==> config.mk <==
export PLATFORM = sky130hd
export DESIGN_NAME = alu_dispatch_controller_flat
export DESIGN_NICKNAME = d
export VERILOG_FILES = /design/src/rtl/alu_dispatch_controller_pkg.sv /design/src/rtl/alu_dispatch_controller_if.sv /design/src/rtl/alu_opcode_select.sv /design/src/rtl/alu_dispatch_controller.sv /design/src/flat_wrapper.sv
export SDC_FILE = /design/constraint.sdc
export NUM_CORES = 1
export LEC_CHECK = 0
export CAP_MARGIN = 20
export CORE_MARGIN = 5
export CORE_UTILIZATION = 36
export DETAILED_ROUTE_END_ITERATION = 8
export GPL_TIMING_DRIVEN = 0
export PLACE_DENSITY = 0.82
export SLEW_MARGIN = 0
export SYNTH_ARGS = -nofsm -noshare
export SYNTH_HDL_FRONTEND = slang
export SYNTH_HIERARCHICAL = 1
export SYNTH_SLANG_ARGS = --single-unit
==> constraint.sdc <==
create_clock -name clock -period 1.49 [get_ports clock]
set_input_delay 0.2235 -clock clock [delete_from_list [all_inputs] [get_ports clock]]
set_output_delay 0.2235 -clock clock [all_outputs]
set_load 0.01 [all_outputs]
==> src/rtl/alu_dispatch_controller_pkg.sv <==
// alu_dispatch_controller_pkg: opcode map, execute-unit indices and FSM states shared by the dispatch controller and decode
package alu_dispatch_controller_pkg;
   localparam int UNIT_W = 2;
   typedef logic [UNIT_W-1:0] unit_idx_t;
   localparam logic [6:0] OPCODE_LUI = 7'h37;
   localparam logic [6:0] OPCODE_AUIPC = 7'h17;
   localparam logic [6:0] OPCODE_OP_IMM = 7'h13;
   localparam logic [6:0] OPCODE_OP = 7'h33;
   localparam unit_idx_t UNIT_UPPER_IMM = 2'd0;
   localparam unit_idx_t UNIT_OP_IMM = 2'd1;
   localparam unit_idx_t UNIT_OP = 2'd2;
   typedef enum logic [1:0] {IDLE, EXEC, WB} state_t;
endpackage

==> src/rtl/alu_dispatch_controller_if.sv <==
// alu_dispatch_controller_if: decode, execute-unit and writeback signals of the dispatch controller
// master is the controller side; ALU_DISPATCH_PERF_COUNTERS_EN adds the performance counter outputs
interface alu_dispatch_controller_if #(parameter int NUM_UNITS = 3);
   logic instr_valid;
   logic instr_ready;
   logic [6:0] opcode;
   logic [4:0] rd_index;
   logic [NUM_UNITS-1:0] unit_enable;
   logic [32*NUM_UNITS-1:0] unit_result;
   logic wb_valid;
   logic wb_ready;
   logic [4:0] wb_rd_index;
   logic [31:0] wb_value;
   logic illegal_opcode;
`ifdef ALU_DISPATCH_PERF_COUNTERS_EN
   logic [31:0] perf_issued;
   logic [31:0] perf_wb_stall;
`endif
   modport master (
      input instr_valid, opcode, rd_index, unit_result, wb_ready,
      output instr_ready, unit_enable, wb_valid, wb_rd_index, wb_value, illegal_opcode
`ifdef ALU_DISPATCH_PERF_COUNTERS_EN
      , output perf_issued, perf_wb_stall
`endif
   );
   modport slave (
      output instr_valid, opcode, rd_index, unit_result, wb_ready,
      input instr_ready, unit_enable, wb_valid, wb_rd_index, wb_value, illegal_opcode
`ifdef ALU_DISPATCH_PERF_COUNTERS_EN
      , input perf_issued, perf_wb_stall
`endif
   );
endinterface

==> src/rtl/alu_opcode_select.sv <==
// alu_opcode_select: maps an RV32I opcode to its execute-unit index and flags unsupported opcodes
module alu_opcode_select
   import alu_dispatch_controller_pkg::*;
(
   input  logic [6:0] opcode,
   output unit_idx_t  unit,
   output logic       illegal
);
   assign unit = (opcode == OPCODE_OP) ? UNIT_OP : (opcode == OPCODE_OP_IMM) ? UNIT_OP_IMM : UNIT_UPPER_IMM;
   assign illegal = !(opcode inside {OPCODE_LUI, OPCODE_AUIPC, OPCODE_OP_IMM, OPCODE_OP});
endmodule

==> src/rtl/alu_dispatch_controller.sv <==
// alu_dispatch_controller: issues one instruction at a time to a single execute unit and hands its result to writeback
// ALU_DISPATCH_PERF_COUNTERS_EN adds issue and writeback-stall counters
module alu_dispatch_controller
   import alu_dispatch_controller_pkg::*;
#(
   parameter int UNIT_LATENCY = 1,
   parameter int NUM_UNITS = 3
)(
   input logic clock,
   input logic reset_n,
   alu_dispatch_controller_if.master bus
);
   localparam logic [2:0] LAST = 3'(UNIT_LATENCY - 1);
   state_t state;
   unit_idx_t sel_unit, sel_q;
   logic sel_illegal;
   logic ready_q, wb_valid_q, illegal_q;
   logic [NUM_UNITS-1:0] enable_q;
   logic [4:0] rd_q, wb_rd_q;
   logic [31:0] wb_value_q;
   logic [2:0] count;
   alu_opcode_select u_select (.opcode(bus.opcode), .unit(sel_unit), .illegal(sel_illegal));
   always_ff @(posedge clock) begin
      if (!reset_n) begin
         state <= IDLE;
         ready_q <= 1'b1;
         enable_q <= '0;
         wb_valid_q <= 1'b0;
         wb_rd_q <= '0;
         wb_value_q <= '0;
         illegal_q <= 1'b0;
         count <= '0;
         sel_q <= UNIT_UPPER_IMM;
         rd_q <= '0;
      end else begin
         illegal_q <= 1'b0;
         case (state)
            IDLE: if (bus.instr_valid) begin
               if (sel_illegal) illegal_q <= 1'b1;
               else begin
                  state <= EXEC;
                  ready_q <= 1'b0;
                  sel_q <= sel_unit;
                  rd_q <= bus.rd_index;
                  count <= '0;
                  enable_q <= NUM_UNITS'(1) << sel_unit;
               end
            end
            EXEC: if (count == LAST) begin
               enable_q <= '0;
               count <= '0;
               wb_value_q <= bus.unit_result[{sel_q, 5'd0} +: 32];
               // x0 results are discarded, so writeback is skipped entirely
               if (rd_q == 5'd0) begin
                  state <= IDLE;
                  ready_q <= 1'b1;
               end else begin
                  state <= WB;
                  wb_valid_q <= 1'b1;
                  wb_rd_q <= rd_q;
               end
            end else count <= count + 3'd1;
            WB: if (bus.wb_ready) begin
               state <= IDLE;
               ready_q <= 1'b1;
               wb_valid_q <= 1'b0;
            end
            default: state <= IDLE;
         endcase
      end
   end
   assign bus.instr_ready = ready_q;
   assign bus.unit_enable = enable_q;
   assign bus.wb_valid = wb_valid_q;
   assign bus.wb_rd_index = wb_rd_q;
   assign bus.wb_value = wb_value_q;
   assign bus.illegal_opcode = illegal_q;
`ifdef ALU_DISPATCH_PERF_COUNTERS_EN
   logic [31:0] issued_q, stall_q;
   always_ff @(posedge clock) begin
      if (!reset_n) begin
         issued_q <= '0;
         stall_q <= '0;
      end else begin
         issued_q <= issued_q + 32'(state == IDLE && bus.instr_valid && !sel_illegal);
         stall_q <= stall_q + 32'(state == WB && !bus.wb_ready);
      end
   end
   assign bus.perf_issued = issued_q;
   assign bus.perf_wb_stall = stall_q;
`endif
endmodule

==> src/flat_wrapper.sv <==
// flat-port wrapper written by rule: the top's interface ports become plain ports
module alu_dispatch_controller_flat import alu_dispatch_controller_pkg::*;
#(
   parameter int UNIT_LATENCY = 1,
   parameter int NUM_UNITS = 3
)
  (clock, reset_n, bus_instr_valid, bus_opcode, bus_rd_index, bus_unit_result, bus_wb_ready, bus_instr_ready, bus_unit_enable, bus_wb_valid, bus_wb_rd_index, bus_wb_value, bus_illegal_opcode);
  alu_dispatch_controller_if #(.NUM_UNITS(NUM_UNITS)) bus_i ();
  input logic clock;
  input logic reset_n;
  input wire logic [$bits(bus_i.instr_valid)-1:0] bus_instr_valid;
  input wire logic [$bits(bus_i.opcode)-1:0] bus_opcode;
  input wire logic [$bits(bus_i.rd_index)-1:0] bus_rd_index;
  input wire logic [$bits(bus_i.unit_result)-1:0] bus_unit_result;
  input wire logic [$bits(bus_i.wb_ready)-1:0] bus_wb_ready;
  output wire logic [$bits(bus_i.instr_ready)-1:0] bus_instr_ready;
  output wire logic [$bits(bus_i.unit_enable)-1:0] bus_unit_enable;
  output wire logic [$bits(bus_i.wb_valid)-1:0] bus_wb_valid;
  output wire logic [$bits(bus_i.wb_rd_index)-1:0] bus_wb_rd_index;
  output wire logic [$bits(bus_i.wb_value)-1:0] bus_wb_value;
  output wire logic [$bits(bus_i.illegal_opcode)-1:0] bus_illegal_opcode;
  assign bus_i.instr_valid = bus_instr_valid;
  assign bus_i.opcode = bus_opcode;
  assign bus_i.rd_index = bus_rd_index;
  assign bus_i.unit_result = bus_unit_result;
  assign bus_i.wb_ready = bus_wb_ready;
  assign bus_instr_ready = bus_i.instr_ready;
  assign bus_unit_enable = bus_i.unit_enable;
  assign bus_wb_valid = bus_i.wb_valid;
  assign bus_wb_rd_index = bus_i.wb_rd_index;
  assign bus_wb_value = bus_i.wb_value;
  assign bus_illegal_opcode = bus_i.illegal_opcode;
  alu_dispatch_controller #(.UNIT_LATENCY(UNIT_LATENCY), .NUM_UNITS(NUM_UNITS)) u_core (.clock(clock), .reset_n(reset_n), .bus(bus_i));
endmodule
Word-level counts from Yosys, hierarchy flattened. Cells that the tools add are included.

Add/sub/neg operators: 1. Equality and inequality tests: 12. Shift operators: 2. Muxes and demuxes: 27. Bitwise logic cells: 1. Reduce and logical (&&, ||, !) cells: 16.

Operators by type and width (count): 96-bit by 8-bit indexed part select with 32-bit output (1); 3-bit two-way mux (6); 7-bit by 5-bit equality test with 1-bit output, second input constant (2); 7-bit by 6-bit equality test with 1-bit output, second input constant (2); 2-bit two-way mux (6); 3-bit one-hot mux with 2 select lines (2); 3-bit AND reduction (4); 4-bit AND reduction (3); 1-bit two-way mux (10); 2-bit != test, second input constant (4); 2-bit one-hot mux with 3 select lines (1); 6-bit AND reduction (1); 5-bit zero test (1); 2-bit by 1-bit != test with 1-bit output, second input constant (2); 2-bit nonzero test (2); 4-bit nonzero test (1); 3-bit by 1-bit adder with 3-bit output, second input constant (1); 3-bit zero test (1); 1-bit one-hot mux with 3 select lines (1); 3-bit nonzero test (1); 1-bit by 2-bit << shifter with 3-bit output, first input constant (1); 2-bit by 1-bit equality test with 1-bit output, second input constant (1); 2-bit equality test, second input constant (1); 2-bit zero test (1); 3 further kinds (3).

Flip-flop bits (word level): 55. Input port bits: 112. Output and inout bits: 43. Word-level logic and storage cells: 69.

Longest topological paths before layout. Gate-level depths: netlist of the first run.

Word-level depth: 7. Gate-level depth with buffers: 7. Mapped depth without buffers: 6.

Modules after synthesis. Netlist of the first run, hierarchy kept.

By module, submodules not included: alu_dispatch_controller (instances 1, cells each 304, area each 2821.5 µm², sequential area each 1101.1 µm²); alu_opcode_select (instances 1, cells each 4, area each 51.3 µm², sequential area each 0.0 µm²).

Worst setup path after synthesis of the first run. OpenSTA, ideal clock, no wires.

Path type: register to register. Start: register u_core.state[1]. End: register u_core.wb_value_q[0] (netlist: u_core/bus.wb_value[0]). Library setup time: 0.116 ns. Data arrival time: 1.477 ns. Required time: 1.374 ns. Slack: -0.103 ns. Stages on the path, launching flop included: 8. Path buffers: 3. Clock period less this slack: 1.593 ns. Path through: dfxtp_1 -> inv_1 -> ha_1 -> and3b_1 -> buf_2 -> buf_2 -> buf_2 -> o211a_1.

Longest elaborated chain between the ends: 2.

Ends and longest elaborated chain: start, declared (RTL line alu_dispatch_controller.sv:14) `state_t state;`; start signal, assigned (RTL line alu_dispatch_controller.sv:25) `state <= IDLE;`; start signal, assigned (RTL line alu_dispatch_controller.sv:41) `state <= EXEC;`; start signal, assigned (RTL line alu_dispatch_controller.sv:55) `state <= IDLE;`; 2-bit by 1-bit equality test with 1-bit output (RTL line alu_dispatch_controller.sv:37) `case (state)`; 2-bit AND reduction (no line); end signal, assigned (RTL line alu_dispatch_controller.sv:52) `wb_value_q <= bus.unit_result[{sel_q, 5'd0} +: 32];`; end, declared (RTL line alu_dispatch_controller.sv:20) `logic [31:0] wb_value_q;`.

Every way passes these cells. A chain may end at the register's enable or synchronous reset.

Worst setup path after layout of the first run.
Start: register u_core.rd_q[1]. End: register u_core.wb_rd_q[4] (netlist: u_core/bus.wb_rd_index[4]).

Longest elaborated chain between the ends: 3.

Ends and longest elaborated chain: start, declared (RTL line alu_dispatch_controller.sv:19) `logic [4:0] rd_q, wb_rd_q;`; start signal, assigned (RTL line alu_dispatch_controller.sv:44) `rd_q <= bus.rd_index;`; 5-bit zero test (RTL line alu_dispatch_controller.sv:54) `if (rd_q == 5'd0) begin`; 1-bit NOT (no line); 3-bit AND reduction (no line); end signal, assigned (RTL line alu_dispatch_controller.sv:60) `wb_rd_q <= rd_q;`; end, declared (RTL line alu_dispatch_controller.sv:19).

Every way passes these cells.

==> results.cfg, run 1 <==
[status]
status = finished, violations left
violations = negative setup slack

[grt]
grt_use_met1_pct = 22.46
grt_usage_pct = 19.41
gr-usage-met2_pct = 35.23
grt_most_used_layer = met2
grt_max_degree = 20
overflow = 0
grt_pass1_wl_um = 15670
grt_use_met3_pct = 5.330
grt_pass1_vias = 3173
antenna_found_initial = 0

[floorplanning]
dieArea_sq_mm = 0.009866
coreArea_sq_mm = 0.007767
die_w_um = 99.33
rows = 32
io_pins = 155
initial_core_util_pct = 36.98
die_y_um = 99.33

[placed_design]
post-place-ws_ps = -589.6
port_buffers = 153
place_congestion = 0.8466
place_hpwl_um = 7473

[detailed_routing]
first_iter_violations = 101
via_count = 3005
viasPerCell = 5.137
drt-total-wl_um = 10190
drt-pass1-iter-count = 4
ant_nets = 0
post_drt_wl_per_cell_um = 17.42
route.detailed.drc = 0

[pwr]
ir_worst_vdd_uv = 387.0
leakagePower_nw = 2.262
powerDensity_mw_per_mm2 = 564.3

[sta]
slew_violations = 0
post-route-period-util_pct = 101.2
slew_headroom_pct = 65.07
rsz0062_at_grt = yes
hold_viol_final = 0
max_freq_mhz = 663.5
finalClockSkew_ps = 11.21
worst_slack_ps = -17.22
post-route-min-period_ps = 1507
finalSetupViolCount = 3
tightest_slew_ps = 524.0
whs_ps = 343.2

[logic_synthesis]
ys_seq_area_share_pct = 38.33
yosys_warnings = 6
syn-num-nets = 426
ys_seq_elements = 55
avgSynthCellArea_sq_um = 9.327
synth_cells = 308
yosysUniqueCellTypes = 33
syn-cell-area_sq_mm = 0.002873

[setup_path]
crit_required_ps = 1740
critPathMaxFanout = 5
worstRegToRegCells = 5
setup.worst_path.class = flop to flop
cp-start-kind = flop
crit_arrival_ps = 1760
worstSetupEndpointType = flop

[final_layout]
seq_area_sq_mm = 0.001115
area_growth_pct = 74.52
multi_input_area_sq_mm = 0.001779
fin_nets = 600
drive_gt1_share_pct = 16.15
n_antenna_cell = 0
fillers = 628

[clocking]
cts_hold_buf = 0
clockRootBuffer = clkbuf_8
cts_tree = built
cts.sinks = 55
cts_buffers = 5
cts_buffer_depth = 2
clock_latency_ps = 310
clk_transition_reported_paths_ps = 110
h-tree-depth = 2

[worst_hold_path]
worst_hold_path_type = primary input to flop
hold_depth = 2

[job]
maxCapViolCount = 0
[repair_timing]
action                     in CTS  in global routing
gates resized for setup        44                 44
buffers inserted                8                  4
cloned                          3                  0
pin swaps                      11                 12
setup endpoints to repair      52                 56
[report_power, final]
part           total [W]  internal [W]  switching [W]
Clock           0.000864      0.000347       0.000516
Sequential       0.00149       0.00148     0.00000939
Combinational   0.000472      0.000335       0.000137
[cell usage in the layout (no fill, tap or decap), types with 2 or more instances in the layout]
cell and count:
nor2b_1 6, nand2_2 3, inv_6 2, a21o_1 2
dfxtp_1 48, clkbuf_8 5, buf_2 2, o21ai_2 3
nor2_1 3, clkbuf_1 9, dfxtp_2 5, ha_4 2
a21boi_0 7, mux2i_1 34, buf_12 2, dlygate4sd2_1 4
ha_1 3, nor4_2 2, dfxtp_4 2, nor4b_4 2
nand2_1 54, nor2b_2 2, dlymetal6s2s_1 10, a21boi_2 2
clkbuf_2 3, a21oi_1 3, buf_6 9, and3b_2 2
clkbuf_4 2, inv_1 4, clkdlybuf4s50_1 139, nand3b_1 2
a21boi_1 5, o211ai_1 32, o211a_1 33, buf_4 14
[final timing paths]
path,startpoint,end,slack (ps)
max,u_core/rd_q[1],u_core/bus.wb_rd_index[4],-20
min,reset_n,u_core/bus.wb_rd_index[4],340
max reg2reg,u_core/rd_q[1],u_core/bus.wb_rd_index[4],-20
min reg2reg,u_core/bus.wb_rd_index[0],u_core/bus.wb_rd_index[0],470
[state kept, by name, indices dropped and copies added (netlist names), 2 cells and up]
register and count:
u_core/rd_q 5, u_core/bus.wb_value 32, u_core/count 3, u_core/state 2, u_core/sel_q 2, u_core/bus.wb_rd_index 5, u_core/bus.unit_enable 3
[kinds of logic (layout without fill, tap and decap cells)]
group                    Yosys count  in the layout  share of synthesized area [%]
flip-flops                        55             55                          38.33
AND/OR/NAND/NOR                   85             86                          14.90
AO/OA/AOI/OAI                     92             92                          26.57
adder cells (fa/ha/maj)            6              6                          2.613
multiplexers                      34             34                          11.85
buffers and inverters             34            208                          5.139
XOR/XNOR                           2              2                         0.6099
[layout make-up]
class | count | area share (%)
multi-input cells | 220 | 35.49
repair buffers | 167 | 33.54
flip-flops and latches | 55 | 22.24
plain buffers | 27 | 3.793
well taps | 102 | 2.546
clock buffers | 5 | 1.373
clock inverters | 3 | 0.5241
inverters | 6 | 0.4991
[synth_stat cells]
library cell,number,share of area (%)
inv_1,6,0.78
o21ai_2,2,0.61
xnor2_1,1,0.30
or4_4,1,0.39
or2_1,1,0.22
mux2i_1,34,12
nor2_2,1,0.22
o211ai_1,32,8.4
nand4b_1,1,0.30
ha_1,6,2.6
nand4b_4,1,0.83
dfxtp_1,55,38
nand3b_1,2,0.52
nand2_1,58,7.6
nor4b_1,2,0.61
nor2b_1,9,2.0
a21boi_1,7,1.8
nor4b_2,1,0.52
o22ai_1,1,0.22
o311ai_1,1,0.30
a21boi_0,7,1.8
o21ba_2,1,0.35
a21o_1,2,0.52
and4_1,1,0.30
nor2_1,3,0.39
a21oi_1,3,0.52
clkbuf_1,12,1.6
o21ai_0,3,0.52
nor4_1,2,0.44
buf_2,16,2.8
xor2_1,1,0.30
and3b_1,2,0.61
o211a_1,33,11
[per-layer routing]
| layer | share of wire, % | up-vias |
|---|---|---|
| li1 | - | 1472 |
| met2 | 51 | 116 |
| met4 | 1.7 | 0 |
| met1 | 40 | 1399 |
| met3 | 8.0 | 18 |
| met5 | 0 | - |
[critical path: stages (launching register included)]
cell and delay (ps):
dfxtp_2 340, or4_4 580, o21ai_4 190, buf_12 150, nand2_1 60, a21boi_1 120
[metrics by stage]
step | TNS [ps] | instance area, sq um | util, % | cells | total power [W]
6_report | -36.11 | 5014 | 64.55 | 585 | 0.002829
2_1_floorplan | -355.0 | 2880 | - | 308 | 0.001630
4_1_cts | 0 | 4852 | 62.47 | 581 | 0.002868
3_3_place_gp | -11770 | 4539 | 58.44 | 563 | 0.001977
3_5_place_dp | -13730 | 4539 | 58.44 | 563 | 0.001986
5_1_grt | -965.3 | 5014 | 64.55 | 585 | 0.002961
(Power assumes the default switching activity.)
==> inputs of run 2 (changes only) <==
--- a/config.mk
+++ b/config.mk
@@ -10,6 +10,7 @@
 export CORE_UTILIZATION = 36
 export DETAILED_ROUTE_END_ITERATION = 8
 export GPL_TIMING_DRIVEN = 0
+export HOLD_SLACK_MARGIN = 0.1
 export PLACE_DENSITY = 0.82
 export SLEW_MARGIN = 0
 export SYNTH_ARGS = -nofsm -noshare
==> results of run 2 <==
Final layout, timing and power as in run 1 (identical DEF).
==> inputs of run 3 (changes only) <==
--- a/config.mk
+++ b/config.mk
@@ -7,11 +7,11 @@
 export LEC_CHECK = 0
 export CAP_MARGIN = 20
 export CORE_MARGIN = 5
-export CORE_UTILIZATION = 36
+export CORE_UTILIZATION = 39
 export DETAILED_ROUTE_END_ITERATION = 8
 export GPL_TIMING_DRIVEN = 0
 export HOLD_SLACK_MARGIN = 0.1
-export PLACE_DENSITY = 0.82
+export PLACE_DENSITY = 0.84
 export SLEW_MARGIN = 0
 export SYNTH_ARGS = -nofsm -noshare
 export SYNTH_HDL_FRONTEND = slang
==> constraint.sdc (replaced) <==
create_clock -name clock -period 1.7 [get_ports clock]
set_input_delay 0.255 -clock clock [delete_from_list [all_inputs] [get_ports clock]]
set_output_delay 0.255 -clock clock [all_outputs]
set_load 0.05 [all_outputs]
==> run 3 against run 2 <==
  * The run now ends clean
  * Largest power group unchanged
  * Non-clock buffer count decreased by 8
  * First-iteration DRC count down 8.9%
  * Critical path type is now primary input to flop
  * Clock skew barely moved
==> results.cfg, run 3 (same netlist as run 1, synthesis figures left out) <==
[setup_path]
cp-start-kind = primary input
crit_arrival_ps = 1860
crit_required_ps = 1920
cpPeakStageDelay_ps = 410
path_delay_family = simple AND/OR/NAND/NOR gates
crit_path_top_delay_cell = clkdlybuf4s50_1
setup.worst_path.class = primary input to flop
critPathMaxFanout = 10
worstSetupEndpointType = flop
critical_path.cell_chain = clkdlybuf4s50_1 > nand4b_4 > or2_4 > and3b_1 > buf_4 > o22ai_4 > a21oi_1 > nor2b_1
critical_path_buf_inv_count = 2

[detailed_routing]
viasPerCell = 5.187
route.detailed.drc = 0
ant_nets = 0
first_iter_violations = 92
post_drt_wl_per_cell_um = 16.50
via_count = 2972
drt-pass1-iter-count = 4
drt-total-wl_um = 9455

[placed_design]
post-place-ws_ps = -479.1
place_hpwl_um = 7348
place_congestion = 0.8230
port_buffers = 153

[clocking]
clock_latency_ps = 320
h-tree-depth = 2
cts_buffer_depth = 2
clk_transition_reported_paths_ps = 110
cts_tree = built
clockRootBuffer = clkbuf_8
cts.sinks = 55
cts_buffers = 5

[floorplanning]
dieArea_sq_mm = 0.009182
rows = 31
die_w_um = 95.83
coreArea_sq_mm = 0.007214
die_y_um = 95.83
initial_core_util_pct = 39.82
io_pins = 155

[final_layout]
largest_reg_flops = 32
fin_nets = 591
fillers = 628
finish.utilization_pct = 65.35
area_growth_pct = 64.11
n_antenna_cell = 0
drive_gt1_share_pct = 9.705
mostFrequentLayoutCell = clkdlybuf4s50_1
final_cell_mix = clkdlybuf4s50_1 (107), nand2_1 (58), dfxtp_1 (53), dlygate4sd2_1 (44), mux2i_1 (34)
seq_area_sq_mm = 0.001104
multi_input_area_sq_mm = 0.001674

[sta]
finalClockSkew_ps = 10.79
final.setup.tns_ps = 0
finalSetupViolCount = 0
slew_headroom_pct = 59.81
hold_viol_final = 0
max_freq_mhz = 609.3
post-route-min-period_ps = 1641
tightest_slew_ps = 597.4
post-route-period-util_pct = 96.55
whs_ps = 393.5
slew_violations = 0
worst_slack_ps = 58.67

[pwr]
ir_worst_vdd_uv = 503.7
power_w = 0.002640
leakagePower_nw = 2.224
powerDensity_mw_per_mm2 = 559.9

[status]
status = finished clean

[grt]
grt_use_met1_pct = 22.13
grt_pass1_wl_um = 14130
gr-usage-met2_pct = 33.70
grt_pass1_vias = 2978
grt_usage_pct = 19.32
grt_most_used_layer = met2
antenna_found_initial = 0
overflow = 0
grt_max_degree = 19
grt_use_met3_pct = 5.238

[worst_hold_path]
worst_hold_path_type = primary input to flop

[job]
maxCapViolCount = 0
-- run 3: cell count changes in the layout (fill, tap and decap cells not counted), sizes merged --
cell	change
inv	-1
dlygate4sd2	+40
clkdlybuf4s50	-32
buf	-7
clkbuf	-1
dlymetal6s2s	-8
and3b	-1
bufinv	+1
-- run 3: path summary, 6_finish.rpt --
kind                                                 from                         to  slack [ps]  cells after the start
worst max-delay path                        bus_opcode[3]  u_core/bus.unit_enable[1]          60                      8
worst max register to register            u_core/count[0]    u_core/bus.wb_value[27]          70                      7
worst min register to register  u_core/bus.wb_rd_index[0]  u_core/bus.wb_rd_index[0]         470                      2
worst min-delay path                              reset_n  u_core/bus.wb_rd_index[4]         390                      2
-- run 3: area by class of cell --
class                   instances  area share, %
clock inverters                 3          1.008
well taps                      99          2.627
multi-input cells             219          35.51
flip-flops and latches         55          23.41
inverters                       6         0.4777
clock buffers                   5          1.460
plain buffers                  28          3.291
repair buffers                158          32.22
-- run 3: what timing repair did --
item | CTS | global route
pin swaps | 0 | 1
setup endpoints to repair | 82 | 39
hold buffers | 0 | 0
buffers inserted | 0 | 5
gates resized for setup | 62 | 10
-- run 3: routing by layer --
metal / vias up / share of wire [%]
met3: 19 / 9.0
met1: 1382 / 40
met2: 117 / 48
met4: 0 / 2.6
li1: 1454 / -
met5: - / 0
-- run 3: stage by stage --
step / cell area, sq um / cells
after detailed placement: 4528 / 560
after floorplan: 2873 / 308
final: 4715 / 573
after global routing: 4715 / 573
after CTS: 4642 / 568
after global placement: 4528 / 560
-- run 3: power breakdown --
part           switching, W  internal, W  leakage, nW
logic              0.000155     0.000280         1.72
clock network      0.000446     0.000447       0.0587
registers        0.00000808      0.00130        0.445
